$ cat config.mk
export PLATFORM = sky130hd
export DESIGN_NAME = axi_write_slave
export DESIGN_NICKNAME = d
export VERILOG_FILES = /design/src/rtl/axi_write_slave.sv
export SDC_FILE = /design/constraint.sdc
export NUM_CORES = 1
export LEC_CHECK = 0
export CAP_MARGIN = 30
export CORE_MARGIN = 2
export CORE_UTILIZATION = 38
export CTS_CLUSTER_DIAMETER = 80
export CTS_CLUSTER_SIZE = 28
export DETAILED_ROUTE_END_ITERATION = 8
export PLACE_DENSITY_LB_ADDON = 0.15
export SLEW_MARGIN = 20
export SYNTH_ARGS = -nofsm -noshare
export SYNTH_HDL_FRONTEND = slang
export SYNTH_SLANG_ARGS = --single-unit
$ cat constraint.sdc
create_clock -name clk -period 5.95 [get_ports clk]
set_input_delay 1.785 -clock clk [delete_from_list [all_inputs] [get_ports clk]]
set_output_delay 1.785 -clock clk [all_outputs]
set_load 0.005 [all_outputs]
$ cat src/rtl/axi_write_slave.sv
// AXI write-channel responder: accepts one AW/W burst at a time, writes beats into a
// byte-strobed SRAM port, and answers on B with OKAY or SLVERR.
module axi_write_slave #(
    parameter int ID_WIDTH   = 4,
    parameter int ADDR_WIDTH = 10,
    parameter int DATA_WIDTH = 64,
    parameter int STRB_WIDTH = DATA_WIDTH / 8
) (
    input  logic                  clk,
    input  logic                  rst,
    input  logic [ID_WIDTH-1:0]   AWID,
    input  logic [ADDR_WIDTH-1:0] AWADDR,
    input  logic [7:0]            AWLEN,
    input  logic [2:0]            AWSIZE,
    input  logic [1:0]            AWBURST,
    input  logic                  AWVALID,
    output logic                  AWREADY,
    input  logic [DATA_WIDTH-1:0] WDATA,
    input  logic [STRB_WIDTH-1:0] WSTRB,
    input  logic                  WLAST,
    input  logic                  WVALID,
    output logic                  WREADY,
    output logic [ID_WIDTH-1:0]   BID,
    output logic [1:0]            BRESP,
    output logic                  BVALID,
    input  logic                  BREADY,
    output logic                  mem_wen,
    output logic [ADDR_WIDTH-1:0] mem_addr,
    output logic [DATA_WIDTH-1:0] mem_wdata,
    output logic [STRB_WIDTH-1:0] mem_wstrb
);

    typedef enum logic [1:0] {
        ST_IDLE = 2'd0,
        ST_DATA = 2'd1,
        ST_RESP = 2'd2
    } state_t;

    localparam logic [1:0] BURST_INCR  = 2'b01;
    localparam logic [1:0] RESP_OKAY   = 2'b00;
    localparam logic [1:0] RESP_SLVERR = 2'b10;

    state_t                state_r;
    state_t                state_next_s;
    logic [ID_WIDTH-1:0]   bid_r;
    logic [ADDR_WIDTH-1:0] addr_r;
    logic [7:0]            len_r;
    logic [7:0]            cnt_r;
    logic [2:0]            size_r;
    logic [1:0]            burst_r;
    logic                  err_r;

    logic                  aw_hs_s;
    logic                  w_hs_s;
    logic                  last_beat_s;
    logic                  wlast_bad_s;
    logic [ADDR_WIDTH-1:0] addr_step_s;

    // WRAP and the reserved encoding are refused, as is any beat wider than the data bus.
    function automatic logic aw_illegal(input logic [1:0] burst, input logic [2:0] size);
        logic bad_size;
        bad_size = (32'd1 << size) > 32'(STRB_WIDTH);
        return burst[1] | bad_size;
    endfunction

    assign aw_hs_s     = AWVALID & (state_r == ST_IDLE);
    assign w_hs_s      = WVALID & (state_r == ST_DATA);
    assign last_beat_s = (cnt_r == len_r);
    assign wlast_bad_s = (WLAST != last_beat_s);
    assign addr_step_s = ADDR_WIDTH'(32'd1 << size_r);
    assign BID         = bid_r;

    // State register.
    always_ff @(posedge clk or posedge rst) begin
        if (rst) begin
            state_r <= ST_IDLE;
        end else begin
            state_r <= state_next_s;
        end
    end

    // Next-state decode; the burst ends on beat count alone, never on WLAST.
    always_comb begin
        state_next_s = state_r;
        case (state_r)
            ST_IDLE: begin
                if (aw_hs_s) begin
                    state_next_s = ST_DATA;
                end else begin
                    state_next_s = ST_IDLE;
                end
            end
            ST_DATA: begin
                if (w_hs_s && last_beat_s) begin
                    state_next_s = ST_RESP;
                end else begin
                    state_next_s = ST_DATA;
                end
            end
            ST_RESP: begin
                if (BREADY) begin
                    state_next_s = ST_IDLE;
                end else begin
                    state_next_s = ST_RESP;
                end
            end
            default: state_next_s = ST_IDLE;
        endcase
    end

    // Handshake and SRAM outputs decoded from the state register.
    always_comb begin
        AWREADY   = 1'b0;
        WREADY    = 1'b0;
        BVALID    = 1'b0;
        BRESP     = RESP_OKAY;
        mem_wen   = 1'b0;
        mem_addr  = addr_r;
        mem_wdata = WDATA;
        mem_wstrb = WSTRB;
        case (state_r)
            ST_IDLE: begin
                AWREADY = 1'b1;
            end
            ST_DATA: begin
                WREADY  = 1'b1;
                mem_wen = WVALID & ~err_r;
            end
            ST_RESP: begin
                BVALID = 1'b1;
                if (err_r) begin
                    BRESP = RESP_SLVERR;
                end else begin
                    BRESP = RESP_OKAY;
                end
            end
            default: begin
                AWREADY = 1'b0;
            end
        endcase
    end

    // Transaction context: captured on AW, advanced on every accepted W beat.
    always_ff @(posedge clk or posedge rst) begin
        if (rst) begin
            bid_r   <= '0;
            addr_r  <= '0;
            len_r   <= 8'd0;
            cnt_r   <= 8'd0;
            size_r  <= 3'd0;
            burst_r <= 2'b00;
            err_r   <= 1'b0;
        end else if (aw_hs_s) begin
            bid_r   <= AWID;
            addr_r  <= AWADDR;
            len_r   <= AWLEN;
            cnt_r   <= 8'd0;
            size_r  <= AWSIZE;
            burst_r <= AWBURST;
            err_r   <= aw_illegal(AWBURST, AWSIZE);
        end else if (w_hs_s) begin
            cnt_r <= cnt_r + 8'd1;
            if (burst_r == BURST_INCR) begin
                addr_r <= addr_r + addr_step_s;
            end else begin
                addr_r <= addr_r;
            end
            if (wlast_bad_s) begin
                err_r <= 1'b1;
            end else begin
                err_r <= err_r;
            end
        end else begin
            cnt_r <= cnt_r;
        end
    end

endmodule

==> summary.txt, run 1 <==
Run status
  • Status: complete, no violations

Worst setup path
  • CP max-delay cell: clkdlybuf4s50_1
  • Type of origin of the critical path: primary input
  • Crit path arrival time: 3050 ps
  • Reg-to-Reg Start: size_r[1]$_DFFE_PP0P_
  • CP max stage delay: 540 ps
  • R2r endpoint: mem_addr[9]$_DFFE_PP0P_
  • Most frequent CP cell: clkdlybuf4s50_1
  • Worst path bufs/invs: 2
  • R2r setup slk: 3590 ps
  • Crit Path Class: in2out
  • R2R depth: 7
  • CP endpoint kind: primary output
  • Worst Path Max Fanout: 4
  • Largest delay share family, worst path: buffers and inverters
  • CP Cell Sequence: clkdlybuf4s50_1 -> nand3b_4 -> nor2_1 -> clkdlybuf4s50_1
  • Worst Path Required: between 4000 and 5000 ps

Clock tree
  • Number of buffers created by CTS: 5
  • Clock transition at path regs: around 70 ps
  • CTS H-tree lvls: 2
  • Root Buffer: clkbuf_8
  • CTS tree: yes
  • CTS-repair resized insts: 0
  • Post-CTS Setup Inserts: 0
  • Clk_lat worst skew: approximately 280 ps
  • CTS Sinks: 38
  • CTS Buffer Depth: 2
  • Hold-fix buffer count after cts: 0

STA
  • Final worst path period share: 0.8124
  • Hold Violations, Final: 0
  • Max-slew violations: 0
  • Min Tclk post-route: 4834 ps
  • Normalized max-slew margin: 0.6666
  • F_max: ~210 MHz
  • Sum Neg Setup Slack: 0 ps
  • RSZ-0062 raised after global routing: no
  • Setup-failing EPs final: 0
  • Slew of the pin with the lowest slew margin: 497.0 ps
  • Clock Skews: 5.927 ps

Die
  • DIE HEIGHT: around 90 um
  • Die Wd: 88.80 um
  • Initial Util: 0.3978
  • # IOs: 197
  • Core box area: 0.006869 mm^2
  • Die ar.: 0.007885 mm^2
  • # rows: 30

Cells and area
  • Final layout net count: a little over 400
  • Most common cell after layout, fill and taps aside: nand2_1
  • Layout cell share with drive strength beyond 1: 0.04746
  • Finished Core Util: 0.4189
  • Layout area overhead: 5.311%
  • Post-route cell area: around 0.0029 mm^2
  • Ant diodes: 0
  • Most frequent cells in the layout: 72 x nand2_1, 51 x clkdlybuf4s50_1, 38 x dfrtp_1

Synthesis
  • Post-synth EDFFs: 0
  • Syn Area/Cell: between 8 and 9 um^2
  • Netlist cell types: 35
  • Seq/Total Area, Yosys: 0.3480
  • Seq cells post-synth: 38
  • Synthesized net count: about 430
  • Synthesized area: 0.002733 mm^2
  • Main flop type after synthesis: dfrtp_1
  • Async S/R FF share, synth: 1.000
  • Ys Warns: 0
  • Synthesized netlist cell count: 319

Placement
  • Detailed Place HPWL: roughly 3700 um
  • Gp weighted congestion: around 0.75
  • DP Area: between 0.002 and 0.003 mm^2
  • Port-buffer cells: slightly above 50

GRT
  • Initial antenna violation count: 0
  • Grt ovf: 0
  • Largest net degree at the start of global routing: 39
  • GRT Total Usage: 0.1405
  • Vias in the first global route: 1,881
  • First-pass GRT wire length: between 8000 and 9000 um

Drt
  • Drt pass-1 iters: 4
  • DRT iter0 DRCs: between 50 and 60
  • DRC Markers: 0
  • DR vias/cell: between 4 and 5
  • Routed WL: 5127 um
  • Via count: 1,859
  • Routed len/inst: about 13 um
  • Antenna viol nets, final: 0

Hold path
  • Worst hold path class: reg2reg
  • WHS Endpoint: BID[2]$_DFFE_PP0P_
  • Hold Crit Depth: 2
  • Hold Crit Start: BID[2]$_DFFE_PP0P_

Power and ir drop
  • Lkg Pwr: between 1 and 1.5 nW
  • PwrDens: roughly 440 mW/mm^2
  • IR Drop Worst-Case VDD: roughly 0.13 mV
  • Power Total: approximately 1.3 mW

Job
  • # Max-Cap Violations: 0
## where the power goes
part	leakage, nW	total (mW)	internal (mW)	switching (mW)
clock network	0.0431	0.175	0.0894	0.0861
registers	0.474	0.476	0.365	0.111
logic	0.789	0.611	0.329	0.282
total	1.31	1.26	0.783	0.479
## metrics by stage
step                      cells  hold slack [ps]  setup WS (ps)
after global placement      384            465.5           1120
after detailed placement    384            460.7           1109
final                       391            473.7           1116
after floorplan             319            466.5           2180
after global routing        391            511.0           1064
after CTS                   390            478.0           1108
## cell type report
| type | count | area [um^2] |
|---|---|---|
| repair buffers | 54 | 553.0 |
| inverters | 3 | 11.26 |
| clock buffers | 6 | 82.58 |
| flip-flops and latches | 38 | 950.9 |
| fillers | 742 | 3991 |
| well taps | 96 | 120.1 |
| multi-input cells | 194 | 1160 |
## synth_stat cells (all sizes together) (2+ instances only)
cell type  number  area [um^2]
ha              9        112.6
nor2           20        75.07
xor2           10        87.58
o21a            2        15.01
o211ai          5        37.54
and2            2        12.51
nand3b          2        40.04
nor3            2        10.01
buf            80        595.6
dfrtp          38        950.9
clkbuf          4        15.01
nor3b           4        41.29
a211oi          2        15.01
nand3           6        30.03
nand2          72        270.3
a31oi           2        12.51
xnor2          14        122.6
and3b           3        26.28
inv             3        11.26
and3            4        25.02
o21ai           8        40.04
a21oi          13        65.06
nand4           5        37.53
a21o            3        22.52
## worst min-delay path: stages, from the launching register on
cell and delay, ps:
dfrtp_1 340, nand2_1 50, nand2_1 60
## sequential cells by signal, summed over array words and instances, names as in the netlist
signal and cells:
BID 4, burst_r 2, cnt_r 8, err_r 1
len_r 8, mem_addr 10, size_r 3, state_r 2
## cell families (layout without fill, tap and decap cells)
kind of cell    Yosys count  in the layout  synth area share
other cells               1              1          0.001372
fa+ha+maj                10             10           0.04854
xor+xnor                 24             24           0.07692
simple gates            122            122            0.2129
buf+inv                  87             63            0.2276
compound gates           37             37           0.08470
flops                    38             38            0.3480
## worst max path at each step
stage	startpoint	slack, ps	cells past startpoint	endpoint
detailed placement	WVALID	1110	4	mem_wen
finish	WVALID	1120	4	mem_wen
global route	WVALID	1060	4	mem_wen
global placement	WVALID	1120	4	mem_wen
CTS	WVALID	1110	4	mem_wen
floorplan	WVALID	2180	2	mem_wen
## metal layers
layer	vias up	wire, um	global-route usage
li1	915	-	-
met1	868	2162	0.1597
met2	55	2591	0.2469
met3	21	271	0.03638
met4	0	102	0.06198
met5	-	0	0
Note: power is estimated with default switching activity, not from simulation.
==> run 2, diff against run 1 <==
Settings changed: CORE_UTILIZATION 38 to 32.
Clock period 5.95 ns to 4.3 ns, I/O delays scaled along.
==> summary.txt, run 2 (same netlist as run 1, synthesis figures left out) <==
Run status
  • Status: complete, no violations

STA
  • Min Tclk post-route: a little under 4000 ps
  • Final worst path period share: 0.8936
  • Hold Violations, Final: 0 (unchanged)
  • F_max: 260.2 MHz
  • Setup-failing EPs final: 0 (unchanged)
  • Max-slew violations: 0 (unchanged)
  • Clock Skews: 5.239 ps (-0.6874 ps)
  • Sum Neg Setup Slack: 0 ps (unchanged)
  • Slew of the pin with the lowest slew margin: 772.0 ps (+274.9 ps)
  • Normalized max-slew margin: 0.4848 (-0.1819)
  • RSZ-0062 raised after global routing: no
  • Worst Hold Margin: 482.6 ps (+8.952 ps)

GRT
  • GRT Total Usage: 0.1257 (-0.01480)
  • First-pass GRT wire length: 9087 um (+5.6%)
  • Vias in the first global route: 1,920 (+2.1%)
  • Initial antenna violation count: 0 (unchanged)
  • Largest net degree at the start of global routing: 26 (-33%)
  • Grt ovf: 0 (unchanged)

Placement
  • Gp weighted congestion: 0.7700 (+3.0%)
  • Port-buffer cells: 51 (unchanged)
  • DP Area: 0.002786 mm^2 (+0.68%)
  • Detailed Place HPWL: 4028 um (+9.7%)

Worst setup path
  • CP endpoint kind: primary output
  • Crit path arrival time: 2550 ps (-500 ps)
  • Crit Path Class: in2out
  • Type of origin of the critical path: primary input
  • Worst Path Required: 3010 ps (-1150 ps)
  • Worst Path Max Fanout: 4 (unchanged)

Power and ir drop
  • PwrDens: 612.1 mW/mm^2 (+40%)
  • Lkg Pwr: 1.302 nW (-0.34%)
  • IR Drop Worst-Case VDD: 0.1656 mV (+29%)

Die
  • DIE HEIGHT: 96.41 um (+8.6%)
  • # rows: 33 (+10%)
  • Die Wd: 96.41 um (+8.6%)
  • Die ar.: 0.009295 mm^2 (+18%)
  • Initial Util: 0.3309 (-0.06691)
  • Core box area: 0.008258 mm^2 (+20%)
  • # IOs: 197 (unchanged)

Clock tree
  • CTS-repair resized insts: 0 (unchanged)
  • CTS H-tree lvls: 2 (unchanged)
  • Number of buffers created by CTS: 5 (unchanged)
  • CTS tree: yes
  • Hold-fix buffer count after cts: 0 (unchanged)
  • Clk_lat worst skew: 290 ps (about the same)
  • Clock transition at path regs: 70 ps (about the same)
  • CTS Buffer Depth: 2 (unchanged)
  • CTS Sinks: 38 (unchanged)
  • Root Buffer: clkbuf_8
  • Post-CTS Setup Inserts: 0 (unchanged)

Cells and area
  • Layout area overhead: 5.311% (unchanged)
  • Largest register FFs: 10 (unchanged)
  • Finished Core Util: 0.3485 (-0.07046)
  • Final layout net count: 411 (unchanged)
  • Most common cell after layout, fill and taps aside: nand2_1
  • Ant diodes: 0 (unchanged)
  • Most frequent cells in the layout: 72 x nand2_1, 51 x clkdlybuf4s50_1, 38 x dfrtp_1
  • Layout cell share with drive strength beyond 1: 0.05051 (+0.003047)
  • Post-route cell area: 0.002878 mm^2 (unchanged)

Drt
  • Antenna viol nets, final: 0 (unchanged)
  • DR vias/cell: 4.619 (-2.8%)
  • DRC Markers: 0 (unchanged)
  • Via count: 1,857 (-0.11%)
  • Drt pass-1 iters: 4 (unchanged)
  • DRT iter0 DRCs: 33 (-43%)
  • Routed len/inst: 13.43 um (+2.4%)
  • Routed WL: 5397 um (+5.3%)

Hold path
  • Worst hold path class: reg2reg

Job
  • # Max-Cap Violations: 0 (unchanged)
-- run 2: cell types whose count changed in the layout (fill, tap and decap cells not counted) --
cell	delta
clkbuf_1	+1
buf_4	+1
buf_16	-1
clkinv_2	+1
-- run 2: layer usage --
layer	global-route usage	part of all wire	wire, um	up-vias
li1	-	-	-	919
met1	0.1447	0.42	2285	873
met2	0.2182	0.50	2698	57
met3	0.04344	0.062	336	8
met4	0.04108	0.014	78	0
met5	0	0	0	-
-- run 2: path summary, 6_finish.rpt --
path | from | to | slack [ps] | cells after the start
min in group asynchronous | rst | len_r[4]$_DFFE_PP0P_ | 1430 | 2
setup / recovery | WVALID | mem_wen | 460 | 4
hold / removal | BID[0]$_DFFE_PP0P_ | BID[0]$_DFFE_PP0P_ | 480 | 2
max in group asynchronous | rst | BID[2]$_DFFE_PP0P_ | 2110 | 3
setup reg to reg | size_r[1]$_DFFE_PP0P_ | mem_addr[7]$_DFFE_PP0P_ | 1990 | 7
hold reg to reg | BID[0]$_DFFE_PP0P_ | BID[0]$_DFFE_PP0P_ | 480 | 2
-- run 2: stage by stage --
stage,power (mW),setup WS [ps],std cells
3_5_place_dp,1.523,434.8,394
5_1_grt,1.941,398.1,402
2_1_floorplan,1.273,1520,319
4_1_cts,1.795,433.8,402
3_3_place_gp,1.516,456.6,394
6_report,1.762,457.5,402
-- run 2: final cells by class --
type,instances,area [um^2]
Clock buffer,7,86.33
Clock inverter,1,5.005
Fill cell,898,5380
Inverter,3,11.26
Multi-Input combinational cell,194,1160
Sequential cell,38,950.9
Tap cell,105,131.4
Timing Repair Buffer,54,533.0
-- run 2: critical path, stage by stage --
cell and delay [ps]:
clkdlybuf4s50_1 540, nand3b_4 120, nor2_1 100, clkdlybuf4s50_1 500
-- run 2: report_power, final --
part,switching [mW],internal [mW]
clock network,0.130,0.129
logic,0.396,0.447
registers,0.153,0.505
==> run 3, diff against run 2 <==
Settings changed: CORE_UTILIZATION 32 to 38.
Clock period 4.3 ns to 4.8 ns, I/O delays scaled along.
==> summary.txt, run 3 (same netlist as run 1, synthesis figures left out) <==
Power and ir drop
  • PwrDens: 548.6 mW/mm^2 (-10%)
  • IR Drop Worst-Case VDD: 0.1543 mV (-6.8%)
  • Lkg Pwr: 1.304 nW (+0.18%)

Run status
  • Status: complete, no violations

Clock tree
  • CTS H-tree lvls: 2 (unchanged)
  • Hold-fix buffer count after cts: 0 (unchanged)
  • Clk_lat worst skew: 300 ps (about the same)
  • CTS-repair resized insts: 0 (unchanged)
  • Number of buffers created by CTS: 5 (unchanged)
  • Post-CTS Setup Inserts: 0 (unchanged)
  • Root Buffer: clkbuf_8
  • Clock transition at path regs: 80 ps (about the same)
  • CTS Buffer Depth: 2 (unchanged)
  • CTS tree: yes
  • CTS Sinks: 38 (unchanged)

Drt
  • Routed WL: 5137 um (-4.8%)
  • Routed len/inst: 13.07 um (-2.6%)
  • DR vias/cell: 4.723 (+2.2%)
  • DRC Markers: 0 (unchanged)
  • Via count: 1,856 (-0.054%)
  • Drt pass-1 iters: 4 (unchanged)
  • Antenna viol nets, final: 0 (unchanged)
  • DRT iter0 DRCs: 77 (+130%)

Cells and area
  • Most common cell after layout, fill and taps aside: nand2_1
  • Final layout net count: 411 (unchanged)
  • Largest register FFs: 10 (unchanged)
  • Area of the multi-input gates: 0.001160 mm^2 (unchanged)
  • Layout area overhead: 5.311% (unchanged)
  • Most frequent cells in the layout: 72 x nand2_1, 51 x clkdlybuf4s50_1, 38 x dfrtp_1
  • Fillers: 698 (-22%)
  • FF/Latch Area: 950.9 um^2 (unchanged)
  • Post-route cell area: 0.002878 mm^2 (unchanged)
  • Ant diodes: 0 (unchanged)
  • Layout cell share with drive strength beyond 1: 0.05387 (+0.003367)

Worst setup path
  • Crit Path Class: in2out
  • Largest delay share family, worst path: buffers and inverters
  • CP max-delay cell: clkdlybuf4s50_1
  • Crit path arrival time: 2710 ps (+160 ps)
  • Worst Path Required: 3360 ps (+350 ps)
  • Worst path bufs/invs: 2 (unchanged)
  • Most frequent CP cell: clkdlybuf4s50_1
  • CP Cell Sequence: clkdlybuf4s50_1 -> nand3b_4 -> nor2_1 -> clkdlybuf4s50_1
  • Type of origin of the critical path: primary input
  • CP max stage delay: 550 ps (about the same)
  • CP endpoint kind: primary output
  • Worst Path Max Fanout: 4 (unchanged)

GRT
  • Initial antenna violation count: 0 (unchanged)
  • First-pass GRT wire length: 8576 um (-5.6%)
  • Grt ovf: 0 (unchanged)
  • Vias in the first global route: 1,907 (-0.68%)
  • GRT Total Usage: 0.1399 (+0.01425)
  • Largest net degree at the start of global routing: 39 (+50%)

Hold path
  • Worst hold path class: reg2reg

STA
  • Clock Skews: 4.852 ps (-0.3872 ps)
  • Sum Neg Setup Slack: 0 ps (unchanged)
  • Min Tclk post-route: slightly above 4000 ps
  • RSZ-0062 raised after global routing: no
  • Hold Violations, Final: 0 (unchanged)
  • Setup ws final: 647.9 ps (+190.4 ps)
  • Final worst path period share: 0.8650
  • Max-slew violations: 0 (unchanged)
  • F_max: roughly 240 MHz
  • Setup-failing EPs final: 0 (unchanged)

Die
  • Die Wd: 88.80 um (-7.9%)
  • DIE HEIGHT: 88.80 um (-7.9%)
  • # rows: 30 (-9.1%)
  • Initial Util: 0.3978 (+0.06691)
  • # IOs: 197 (unchanged)
  • Die ar.: 0.007885 mm^2 (-15%)
  • Core box area: 0.006869 mm^2 (-17%)

Job
  • # Max-Cap Violations: 0 (unchanged)

Placement
  • DP Area: 0.002768 mm^2 (-0.67%)
  • Place WS: 632.7 ps (+197.9 ps)
  • Port-buffer cells: 51 (unchanged)
  • Detailed Place HPWL: 3649 um (-9.4%)
  • Gp weighted congestion: 0.8120 (+5.5%)
==> run 3: cell types whose count changed in the layout (fill, tap and decap cells not counted), sizes merged <==
cell / previous run / this run
clkinvlp: 0 / 1
clkbuf: 7 / 6
==> run 3: layout make-up <==
type                       instances  area share
clock buffer                       6     0.02870
inverter                           3    0.003913
tap                               96     0.04174
sequential                        38      0.3304
multi-input combinational        194      0.4030
clock inverter                     2    0.004348
timing repair buffer              54      0.1878
==> run 3: power breakdown <==
group	switching (mW)	internal [mW]	total, mW
logic	0.348	0.402	0.750
clock network	0.124	0.116	0.240
registers	0.137	0.453	0.589
==> run 3: worst paths after layout <==
| check | endpoint | cells after the start | startpoint | slack, ps |
|---|---|---|---|---|
| max | mem_wen | 4 | WVALID | 650 |
| min | BID[0]$_DFFE_PP0P_ | 2 | BID[0]$_DFFE_PP0P_ | 480 |
| max reg2reg | mem_addr[7]$_DFFE_PP0P_ | 7 | size_r[1]$_DFFE_PP0P_ | 2460 |
| min reg2reg | BID[0]$_DFFE_PP0P_ | 2 | BID[0]$_DFFE_PP0P_ | 480 |
| max in group asynchronous | len_r[7]$_DFFE_PP0P_ | 3 | rst | 2910 |
| min in group asynchronous | mem_addr[9]$_DFFE_PP0P_ | 3 | rst | 1550 |
==> run 3: per-stage QoR <==
| stage | total power [mW] | utilization | instances | hold WS [ps] |
|---|---|---|---|---|
| floorplan | 1.140 | - | 319 | 466.5 |
| global placement | 1.343 | 0.4029 | 384 | 466.3 |
| detailed placement | 1.353 | 0.4029 | 384 | 466.3 |
| CTS | 1.598 | 0.4168 | 392 | 487.7 |
| global route | 1.733 | 0.4189 | 393 | 510.4 |
| finish | 1.579 | 0.4189 | 393 | 484.0 |
==> run 3: layer usage <==
| metal | track usage | vias up | wire length (um) |
|---|---|---|---|
| li1 | - | 919 | - |
| met1 | 0.1580 | 854 | 2216 |
| met2 | 0.2456 | 61 | 2513 |
| met3 | 0.03731 | 22 | 291 |
| met4 | 0.06336 | 0 | 115 |
| met5 | 0 | - | 0 |
==> run 3: worst register-to-register path, delay by kind of cell, from the launching register on <==
family	cells	cell delay, ps
xor+xnor	1	160
simple gates	1	420
flops	1	480
fa+ha+maj	1	330
compound gates	4	860
